==> src/rtl/pio_cfg_pkg.sv <==
// pio_cfg_pkg: shared types and constants for the PIO configuration sequencer.
//   - PIO action codes driven on the pio configuration bus
//   - pio_cfg_cmd_t: one stored configuration command
//   - pio_cfg_state_t: sequencer FSM states
// Optional feature macro: PIO_CFG_AUTO_ENABLE_EN (adds the ENABLE state).
package pio_cfg_pkg;

  // Action codes understood by the pio configuration bus.
  localparam logic [3:0] ACT_NONE   = 4'd0;
  localparam logic [3:0] ACT_INSTR  = 4'd1;
  localparam logic [3:0] ACT_WRAP   = 4'd2;
  localparam logic [3:0] ACT_ENABLE = 4'd6;
  localparam logic [3:0] ACT_CLKDIV = 4'd7;

  // Stored machine index is kept at a fixed generous width so the struct
  // does not depend on NUM_MACHINES; the top narrows it to MW bits.
  localparam int CMD_MW = 8;

  typedef struct packed {
    logic [3:0]        action;
    logic [CMD_MW-1:0] mindex;
    logic [4:0]        index;
    logic [31:0]       din;
  } pio_cfg_cmd_t;

  typedef enum logic [1:0] {
    IDLE   = 2'd0,
    ISSUE  = 2'd1,
    FIN    = 2'd2
`ifdef PIO_CFG_AUTO_ENABLE_EN
    ,
    ENABLE = 2'd3
`endif
  } pio_cfg_state_t;

endpackage

==> src/rtl/pio_cfg_buf.sv <==
// pio_cfg_buf: append-only command store for the configuration sequencer.
// Ports:
//   clk, reset   - clock, synchronous active-high reset (empties the store)
//   wr_en/wr_cmd - append wr_cmd at position count (refused when full)
//   clr          - empty the store (wins over a simultaneous append)
//   rd_addr      - combinational read address, rd_cmd is the entry there
//   count        - number of stored commands (saturates at DEPTH)
//   full         - count == DEPTH
module pio_cfg_buf
  import pio_cfg_pkg::*;
#(
  parameter int DEPTH = 16,
  localparam int AW = $clog2(DEPTH),
  localparam int CW = AW + 1
) (
  input  logic         clk,
  input  logic         reset,
  input  logic         wr_en,
  input  pio_cfg_cmd_t wr_cmd,
  input  logic         clr,
  input  logic [AW-1:0] rd_addr,
  output pio_cfg_cmd_t rd_cmd,
  output logic [CW-1:0] count,
  output logic         full
);

  pio_cfg_cmd_t  mem_r [DEPTH];
  logic [CW-1:0] count_r;
  logic          full_s;
  logic          push_s;

  assign full_s = (count_r == CW'(DEPTH));
  assign push_s = wr_en && !full_s && !clr;

  // Fill level: cleared by reset or clr, incremented on an accepted append.
  always_ff @(posedge clk) begin
    if (reset) begin
      count_r <= '0;
    end else if (clr) begin
      count_r <= '0;
    end else if (push_s) begin
      count_r <= count_r + CW'(1);
    end else begin
      count_r <= count_r;
    end
  end

  // Entry storage; contents beyond count are don't-care so no reset needed.
  always_ff @(posedge clk) begin
    if (push_s) begin
      mem_r[count_r[AW-1:0]] <= wr_cmd;
    end
  end

  assign rd_cmd = mem_r[rd_addr];
  assign count  = count_r;
  assign full   = full_s;

endmodule

==> src/rtl/pio_cfg_seq.sv <==
// pio_cfg_seq: buffers PIO configuration commands and replays them onto the
// pio configuration bus, each held for HOLD_CYCLES cycles, back-to-back.
// Ports:
//   clk, reset            - clock, synchronous active-high reset
//   cmd_valid/cmd_ready   - host command write handshake
//   cmd_action/mindex/index/din - command fields to store
//   start                 - begin a replay of the stored list (pulse)
//   clear                 - empty the buffer / abort a running replay
//   enable_mask           - machines to enable after the list (macro only)
//   action/index/mindex/din - registered pio configuration bus
//   busy, done, count     - replay status and stored command count
// Optional feature macro: PIO_CFG_AUTO_ENABLE_EN appends an enable command
// (action 6, din = enable_mask) after every replay.
module pio_cfg_seq
  import pio_cfg_pkg::*;
#(
  parameter int NUM_MACHINES = 4,
  parameter int CMD_DEPTH    = 16,
  parameter int HOLD_CYCLES  = 2,
  localparam int MW = (NUM_MACHINES > 1) ? $clog2(NUM_MACHINES) : 1,
  localparam int AW = $clog2(CMD_DEPTH),
  localparam int CW = AW + 1
) (
  input  logic                    clk,
  input  logic                    reset,
  input  logic                    cmd_valid,
  output logic                    cmd_ready,
  input  logic [3:0]              cmd_action,
  input  logic [MW-1:0]           cmd_mindex,
  input  logic [4:0]              cmd_index,
  input  logic [31:0]             cmd_din,
  input  logic                    start,
  input  logic                    clear,
`ifdef PIO_CFG_AUTO_ENABLE_EN
  input  logic [NUM_MACHINES-1:0] enable_mask,
`endif
  output logic [3:0]              action,
  output logic [4:0]              index,
  output logic [MW-1:0]           mindex,
  output logic [31:0]             din,
  output logic                    busy,
  output logic                    done,
  output logic [CW-1:0]           count
);

  localparam int HW = (HOLD_CYCLES > 1) ? $clog2(HOLD_CYCLES) : 1;
  localparam logic [HW-1:0] HOLD_LAST = HW'(HOLD_CYCLES - 1);
`ifdef PIO_CFG_AUTO_ENABLE_EN
  localparam pio_cfg_state_t AFTER_LIST = ENABLE;
`else
  localparam pio_cfg_state_t AFTER_LIST = FIN;
`endif

  pio_cfg_state_t state_r, state_nxt_s;
  logic [AW-1:0]  ptr_r, ptr_nxt_s;
  logic [HW-1:0]  hold_r, hold_nxt_s;
  pio_cfg_cmd_t   wr_cmd_s, rd_cmd_s, bus_nxt_s;
  logic [CW-1:0]  count_s;
  logic           full_s, cmd_ready_s, wr_en_s, ptr_last_s;
  logic [MW-1:0]  mindex_nxt_s;
  logic [3:0]     action_r;
  logic [4:0]     index_r;
  logic [MW-1:0]  mindex_r;
  logic [31:0]    din_r;
  logic           busy_r, done_r;

  assign cmd_ready_s = !busy_r && !full_s && !start;
  assign wr_en_s     = cmd_valid && cmd_ready_s;
  assign wr_cmd_s    = '{action: cmd_action, mindex: CMD_MW'(cmd_mindex),
                         index: cmd_index, din: cmd_din};

  pio_cfg_buf #(.DEPTH(CMD_DEPTH)) u_buf (
    .clk     (clk),
    .reset   (reset),
    .wr_en   (wr_en_s),
    .wr_cmd  (wr_cmd_s),
    .clr     (clear),
    .rd_addr (ptr_nxt_s),
    .rd_cmd  (rd_cmd_s),
    .count   (count_s),
    .full    (full_s)
  );

  // count cannot change while replaying, so comparing against count-1 is safe.
  assign ptr_last_s = ({1'b0, ptr_r} == (count_s - CW'(1)));

  // Next-state, pointer and hold-counter logic; clear aborts from any state.
  always_comb begin
    state_nxt_s = state_r;
    ptr_nxt_s   = ptr_r;
    hold_nxt_s  = hold_r;
    if (clear) begin
      state_nxt_s = IDLE;
      ptr_nxt_s   = '0;
      hold_nxt_s  = '0;
    end else begin
      case (state_r)
        IDLE: begin
          ptr_nxt_s  = '0;
          hold_nxt_s = '0;
          if (start) begin
            if (count_s != '0) begin
              state_nxt_s = ISSUE;
            end else begin
              state_nxt_s = AFTER_LIST;
            end
          end else begin
            state_nxt_s = IDLE;
          end
        end
        ISSUE: begin
          if (hold_r == HOLD_LAST) begin
            hold_nxt_s = '0;
            if (ptr_last_s) begin
              state_nxt_s = AFTER_LIST;
            end else begin
              ptr_nxt_s = ptr_r + AW'(1);
            end
          end else begin
            hold_nxt_s = hold_r + HW'(1);
          end
        end
`ifdef PIO_CFG_AUTO_ENABLE_EN
        ENABLE: begin
          if (hold_r == HOLD_LAST) begin
            hold_nxt_s  = '0;
            state_nxt_s = FIN;
          end else begin
            hold_nxt_s = hold_r + HW'(1);
          end
        end
`endif
        FIN:     state_nxt_s = IDLE;
        default: state_nxt_s = IDLE;
      endcase
    end
  end

  // Bus value for the coming cycle; stored ACT_NONE entries become clean gaps.
  always_comb begin
    bus_nxt_s = '0;
    case (state_nxt_s)
      ISSUE: begin
        if (rd_cmd_s.action == ACT_NONE) begin
          bus_nxt_s = '0;
        end else begin
          bus_nxt_s = rd_cmd_s;
        end
      end
`ifdef PIO_CFG_AUTO_ENABLE_EN
      ENABLE: begin
        bus_nxt_s.action = ACT_ENABLE;
        bus_nxt_s.din    = 32'(enable_mask);
      end
`endif
      default: bus_nxt_s = '0;
    endcase
    // An out-of-range stored index is never forwarded to pio.
    if (bus_nxt_s.mindex > CMD_MW'(NUM_MACHINES - 1)) begin
      mindex_nxt_s = '0;
    end else begin
      mindex_nxt_s = bus_nxt_s.mindex[MW-1:0];
    end
  end

  // State, counters and registered bus/status outputs.
  always_ff @(posedge clk) begin
    if (reset) begin
      state_r  <= IDLE;
      ptr_r    <= '0;
      hold_r   <= '0;
      action_r <= 4'd0;
      index_r  <= 5'd0;
      mindex_r <= '0;
      din_r    <= 32'd0;
      busy_r   <= 1'b0;
      done_r   <= 1'b0;
    end else begin
      state_r  <= state_nxt_s;
      ptr_r    <= ptr_nxt_s;
      hold_r   <= hold_nxt_s;
      action_r <= bus_nxt_s.action;
      index_r  <= bus_nxt_s.index;
      mindex_r <= mindex_nxt_s;
      din_r    <= bus_nxt_s.din;
      busy_r   <= (state_nxt_s != IDLE);
      done_r   <= (state_nxt_s == FIN);
    end
  end

  assign cmd_ready = cmd_ready_s;
  assign action    = action_r;
  assign index     = index_r;
  assign mindex    = mindex_r;
  assign din       = din_r;
  assign busy      = busy_r;
  assign done      = done_r;
  assign count     = count_s;

endmodule

==> config.mk <==
export PLATFORM = sky130hd
export DESIGN_NAME = pio_cfg_seq
export DESIGN_NICKNAME = d
export VERILOG_FILES = /design/src/rtl/pio_cfg_pkg.sv /design/src/rtl/pio_cfg_buf.sv /design/src/rtl/pio_cfg_seq.sv
export SDC_FILE = /design/constraint.sdc
export NUM_CORES = 1
export LEC_CHECK = 0
export CAP_MARGIN = 20
export CORE_UTILIZATION = 38
export CTS_BUF_LIST = sky130_fd_sc_hd__clkbuf_4
export DETAILED_ROUTE_END_ITERATION = 6
export HOLD_SLACK_MARGIN = 0.1
export SYNTH_ARGS = -nofsm -noshare
export SYNTH_HDL_FRONTEND = slang
export SYNTH_SLANG_ARGS = --single-unit
==> constraint.sdc <==
create_clock -name clk -period 6.1 [get_ports clk]
set_input_delay 1.22 -clock clk [delete_from_list [all_inputs] [get_ports clk]]
set_output_delay 1.22 -clock clk [all_outputs]
set_load 0.1 [all_outputs]
Yosys cells after proc, flatten, opt, wreduce, memory -nomap -nowiden
Memories as Yosys holds them, arrays and structs flattened.
Cells that the tools add are included.
{"block": "op_classes", "add_sub_neg": 4, "n_eq_ne": 5, "magnitude_cmp": 1, "muxes": 16, "n_reduce_logical": 17, "bitwise": 1}
{"cell": "$mux W45", "n": 2}
{"cell": "$mux W4", "n": 3}
{"cell": "$mux W2", "n": 5}
{"cell": "$gt A8 B2 Y1 const B", "n": 1}
{"cell": "$pmux W4 S2", "n": 1}
{"cell": "$add A5 B1 Y5 const B", "n": 1}
{"cell": "$eq A4 B5 Y1", "n": 1}
{"cell": "$eq A5 B5 Y1 const B", "n": 1}
{"cell": "$logic_and A1 B1 Y1", "n": 5}
{"cell": "$reduce_bool A5 Y1", "n": 1}
{"cell": "$sub A5 B1 Y5 const B", "n": 1}
{"cell": "$add A4 B1 Y4 const B", "n": 1}
{"cell": "$eq A2 B1 Y1 const B", "n": 2}
{"cell": "$logic_not A1 Y1", "n": 4}
{"cell": "$logic_not A4 Y1", "n": 1}
{"cell": "$pmux W2 S2", "n": 1}
{"cell": "$reduce_bool A2 Y1", "n": 2}
{"cell": "$reduce_or A2 Y1", "n": 2}
{"cell": "$mux W1", "n": 3}
{"cell": "$reduce_or A3 Y1", "n": 1}
{"cell": "$eq A2 B2 Y1 const B", "n": 1}
{"cell": "$logic_not A2 Y1", "n": 1}
{"cell": "$pmux W1 S2", "n": 1}
{"cell": "$add A1 B1 Y1 const B", "n": 1}
{"cell": "$not A1 Y1", "n": 1}
{"block": "word_totals", "output_inout_bits": 51, "ram_bits": 688, "elab_cells": 55, "mem_count": 1, "regBits": 57}
{"name": "u_buf.mem_r", "depth": 16, "word_bits": 43, "rd": 1, "rd_ports_with_merged_regs": 0, "write_ports": 1, "line_no": "pio_cfg_buf.sv:27", "rtl": "pio_cfg_cmd_t mem_r [DEPTH];"}

Longest topological paths before layout
Gate-level depths: netlist of run 1.
An unclocked memory read counts as a cell.
{"block": "logic_depth", "word_depth": 12, "mapped_depth": 17}

Cells and area by module
From an unflattened synthesis of run 1, not the netlist that was laid out.
{"block": "hier_totals", "cells_unflattened": 1448, "hier_area_um2": 31730.4}
{"module": "pio_cfg_buf", "area_per_inst_um2": 29672.2, "cells_each": 1256, "instances": 1}
{"module": "pio_cfg_seq", "area_per_inst_um2": 2058.2, "cells_each": 192, "instances": 1}

Least setup slack after synthesis of run 1
No wires, ideal clock.
{"block": "synth_timing", "path_type": "register to register", "from": "register u_buf.count_r[0], in the netlist u_buf.count[0]", "to": "memory u_buf.mem_r[3][0] in the netlist's numbering, enable pin", "path_buffers": 1, "path_slack_ns": -2.496, "stages_incl_launch_ff": 9, "t_arrival_ns": 8.099, "cell_sequence": "dfxtp_1 > inv_1 > ha_1 > buf_2 > a311oi_1 > nand2_1 > nor2_1 > nand2_1 > nor3_1"}
{"block": "synth_via", "elab_chain_len": 9}
{"element": "from (decl)", "line_no": "pio_cfg_buf.sv:28", "rtl": "logic [CW-1:0] count_r;"}
{"element": "from (signal assigned)", "line_no": "pio_cfg_buf.sv:42", "rtl": "count_r <= count_r + CW'(1);"}
{"element": "from (signal assigned)", "line_no": "pio_cfg_buf.sv:44", "rtl": "count_r <= count_r;"}
{"element": "$eq A5 B5 Y1", "line_no": "pio_cfg_buf.sv:32", "rtl": "assign full_s = (count_r == CW'(DEPTH));"}
{"element": "$logic_not A1 Y1", "line_no": "pio_cfg_seq.sv:67", "rtl": "assign cmd_ready_s = !busy_r && !full_s && !start;"}
{"element": "$logic_and A1 B1 Y1 (2 in series)", "line_no": "pio_cfg_seq.sv:67"}
{"element": "named net cmd_ready", "line_no": "pio_cfg_seq.sv:27", "rtl": "output logic cmd_ready,"}
{"element": "$logic_and A1 B1 Y1", "line_no": "pio_cfg_seq.sv:68", "rtl": "assign wr_en_s = cmd_valid && cmd_ready_s;"}
{"element": "$logic_and A1 B1 Y1 (2 in series)", "line_no": "pio_cfg_buf.sv:33", "rtl": "assign push_s = wr_en && !full_s && !clr;"}
{"element": "$mux W1", "line_no": "pio_cfg_buf.sv:50", "rtl": "if (push_s) begin"}
{"element": "$mux W1 (not written as such)", "line_no": "pio_cfg_buf.sv:51", "rtl": "mem_r[count_r[AW-1:0]] <= wr_cmd;"}
{"element": "to (decl)", "line_no": "pio_cfg_buf.sv:27"}
The timed path passes the listed nets, and every way through them passes these cells.

Worst setup path after layout of run 1
{"block": "layout_timing", "from": "register u_buf.count_r[0], in the netlist u_buf.count[0]", "to": "register din_r[24], in the netlist din[24]"}
{"block": "layout_via", "elab_chain_len": 9}
{"element": "$sub A5 B1 Y5", "line_no": "pio_cfg_seq.sv:85", "rtl": "assign ptr_last_s = ({1'b0, ptr_r} == (count_s - CW'(1)));"}
{"element": "$eq A4 B5 Y1", "line_no": "pio_cfg_seq.sv:85"}
{"element": "$mux W4 or $mux W2 (tied branches)", "line_no": "pio_cfg_seq.sv:114", "rtl": "if (ptr_last_s) begin"}
{"element": "$mux W4 or $mux W2 (tied branches)", "line_no": "pio_cfg_seq.sv:112", "rtl": "if (hold_r == HOLD_LAST) begin"}
{"element": "$pmux W4 S2 or $pmux W2 S2 (tied branches)", "line_no": "pio_cfg_seq.sv:97", "rtl": "case (state_r)"}
{"element": "$mux W4 or $mux W2 (tied branches)", "line_no": "pio_cfg_seq.sv:92", "rtl": "if (clear) begin"}
{"element": "$mem_v2 Z16 W43 or $eq A2 B1 Y1 (tied branches)"}
{"element": "$logic_not A4 Y1 or $not A1 Y1 (tied branches)"}
{"element": "$reduce_or A3 Y1 (no source line)"}
{"element": "to (signal assigned)", "line_no": "pio_cfg_seq.sv:185", "rtl": "din_r <= bus_nxt_s.din;"}
{"element": "to (decl)", "line_no": "pio_cfg_seq.sv:64", "rtl": "logic [31:0] din_r;"}
Several ways; a longest one is shown, not always the timed one.
A chain may end at the register's enable or synchronous reset.

==> results by group, run 1 <==
Drt
  – Post-route ant nets: 0
  – Via count: 18,320
  – WL per Instance: 21.72 um
  – Pre-antenna DRT Iters: 5
  – Drt via density: 5.326
  – Routed WL: 74.70 mm
  – Post-route DRC: 0
  – Initial DRC count: 1,700

Global routing
  – Initial antenna violation count: 6
  – Largest net degree at the start of global routing: 93
  – GR Util All Layers: 19.39%
  – Vias in the first global route: 18,360
  – First-pass GRT wire length: 111.1 mm
  – Grt ovf: 0

Logic synthesis
  – Synth Instances: 2,134
  – Count of cell types in the netlist: 48
  – Top FF cell, synth: edfxtp_1
  – Post-synth ARST share: 0%
  – Mapped cell area: 28,750 sq um
  – Number of flops mapped to enable cells by yosys: 688
  – Post-synthesis sequential area ratio: 75.83%
  – Yosys warnings: 0
  – #FFs+latches synth: 745
  – Mapped Nets: 2,187
  – Synthesized area per cell: 13.47 sq um

Timing
  – Final Hold Vio Count: 0
  – Final period utilization: 87.86%
  – Hold WS: 572.4 ps
  – Worst Clk Skew: 76.40 ps
  – Transition time of the tightest slew-check pin: 1057 ps
  – Setup TNS: 0 ps
  – Setup violators final: 0
  – RSZ-0062 raised after global routing: false
  – Max Clock Freq: 0.1866 GHz
  – Tmin final: 5359 ps
  – Slew Viols, Final: 0
  – Rel. slew slack: 29.33%

Clocking
  – CTS tree: yes
  – Clk buf depth: 3
  – Root Buffer: clkbuf_4
  – Number of buffers added for setup after CTS: 0
  – Post-CTS Hold Fix Bufs: 0
  – Sink Count: 745
  – H-tree depth: 4
  – Clock slew at reported path FFs: 70 ps
  – Num CTS Buffers: 184
  – Post-CTS sizing: 0
  – Clk_lat worst skew: 1030 ps

Floorplanning
  – Ports: 99
  – Die Span X: 277.1 um
  – Core ar.: 74,700 sq um
  – Initial Utilization: 38.49%
  – Std cell rows: 100
  – Die ar.: 76,760 sq um
  – Die span in y: 277.1 um

Placed design
  – Dpl hpwl: 36.12 mm
  – Placed Area: 30,940 sq um
  – Gp weighted congestion: 0.7590
  – IO buf count: 98
  – Cells after DPL: 3,097

Hold path
  – Hold crit path type: reg -> reg
  – Hold Path Depth: 2

Worst setup path
  – Crit end category: flop
  – Worst Reg-to-Reg Cells: 14
  – Req. time, crit path: 7040 ps
  – CP Launch Type: flop
  – Crit Path Class: reg -> reg
  – Crit-path max FO: 65
  – CP arrival: 6300 ps

Power and ir drop
  – Net Sw Power: 2.105 mW
  – Combinational share of power: 1.7%
  – Static Leak: 11.38 nW
  – Total Power: 10.04 mW
  – Clock Power Share: 42.6%
  – VDD IR max: 0.1451 mV
  – Reg power frac: 55.7%
  – Cell-internal power: 7.932 mW
  – Switch share: 20.97%
  – Power Density: 300.1 nW/um^2

Run
  – Max Cap Violations: 0

Final layout
  – Final Non-Filler Cells: 3,440
  – Layout cells sized above 1: 15.61%
  – Area Growth Syn to Fin: 16.33%
  – Filler Cell Count: 6,626
  – Nets@finish: 2,367
  – Most common cell after layout, fill and taps aside: edfxtp_1
  – Post-route cell area: 33,440 sq um
  – Commonest non-fill, non-tap cells in the layout: 688 x edfxtp_1, 642 x nand2_1, 296 x clkbuf_4

Outcome
  – Status: finished clean
final cells by class:
class | count | area, sq um | share of cell area, %
clock inverters | 43 | 274.0 | 0.8194
flip-flops and latches | 745 | 21800 | 65.19
multi-input cells | 1241 | 6543 | 19.56
inverters | 5 | 18.77 | 0.05612
well taps | 969 | 1212 | 3.625
clock buffers | 296 | 2222 | 6.645
repair buffers | 137 | 1361 | 4.071
diodes | 4 | 10.01 | 0.02993
power by group through the flow:
stage | Sequential (mW) | Combinational [mW] | Clock (mW)
3_5_place_dp | 5.70 | 0.170 | 0
2_1_floorplan | 5.72 | 0.0387 | 0
3_3_place_gp | 5.70 | 0.164 | 0
5_1_grt | 5.59 | 0.183 | 4.63
4_1_cts | 5.59 | 0.170 | 4.40
6_report | 5.59 | 0.169 | 4.28
sequential cells by signal (all words and copies together), names as in the netlist:
name / count
action: 4
u_buf.count: 5
done: 1
u_buf.mem_r: 688
hold_r: 1
ptr_r: 4
state_r: 2
din: 32
mindex: 2
busy: 1
index: 5
cell families after synthesis:
kind of cell	Yosys count	synth area share, %
and+or+nand+nor	992	14.90
adders and majority gates	5	0.2176
muxes	18	0.7311
xor gates and xnor gates	13	0.3961
AOI/OAI and AO/OA	213	5.801
buffers and inverters	148	2.119
DFF	745	75.83
synthesized netlist by cell type (3+ instances only):
library cell	number	area share, %
edfxtp_1	688	72
nand2_1	642	8.4
nand3_1	191	3.3
a311oi_1	119	3.6
clkbuf_1	101	1.3
and3_1	77	1.7
a21oi_1	58	1.0
dfxtp_1	57	4.0
nor2_1	35	0.46
buf_2	25	0.44
mux2i_1	15	0.52
a221oi_1	14	0.43
buf_1	13	0.17
nor3_1	13	0.23
and2_1	8	0.17
xnor2_1	8	0.24
nand2b_1	7	0.15
ha_1	5	0.22
inv_1	5	0.065
xor2_1	5	0.15
a211o_1	3	0.091
a221o_1	3	0.10
nand4_1	3	0.065
nor2b_1	3	0.065
o21ai_0	3	0.052
or2_2	3	0.065
routing by layer:
layer / GRT usage, % / wire, um
met5: 0 / 36
met4: 7.521 / 1734
met3: 4.691 / 4802
met2: 31.61 / 35850
met1: 24.96 / 32270
path summary, 6_finish.rpt:
| kind | start | slack, ps | end |
|---|---|---|---|
| max | u_buf.count[0] | 740 | din[24] |
| min | state_r[0] | 570 | hold_r |
| max reg2reg | u_buf.count[0] | 740 | din[24] |
| min reg2reg | state_r[0] | 570 | hold_r |
critical path, stage by stage, from the launching register on:
cell	delay [ps]
dfxtp_1	460
inv_1	140
ha_1	320
o21ba_1	200
a221o_1	380
a2111oi_4	550
nor3b_2	200
mux2i_4	810
buf_4	560
buf_4	660
nand2_1	140
and3_1	210
a311oi_1	320
a311oi_1	90
a21oi_1	170
per-stage QoR:
| step | util, % | setup slack [ps] |
|---|---|---|
| final | 44.77 | 740.8 |
| after global routing | 44.77 | 320.4 |
| after CTS | 44.76 | 728.1 |
| after detailed placement | 41.42 | 764.4 |
| after global placement | 41.42 | 956.0 |
| after floorplan | - | -70.88 |
(Power assumes the default switching activity.)
==> run 2: changes to the inputs <==
SETUP_SLACK_MARGIN = 0.02   (was unset)
==> results of run 2 <==
The final DEF is identical to that of run 1; final timing and power are the same.
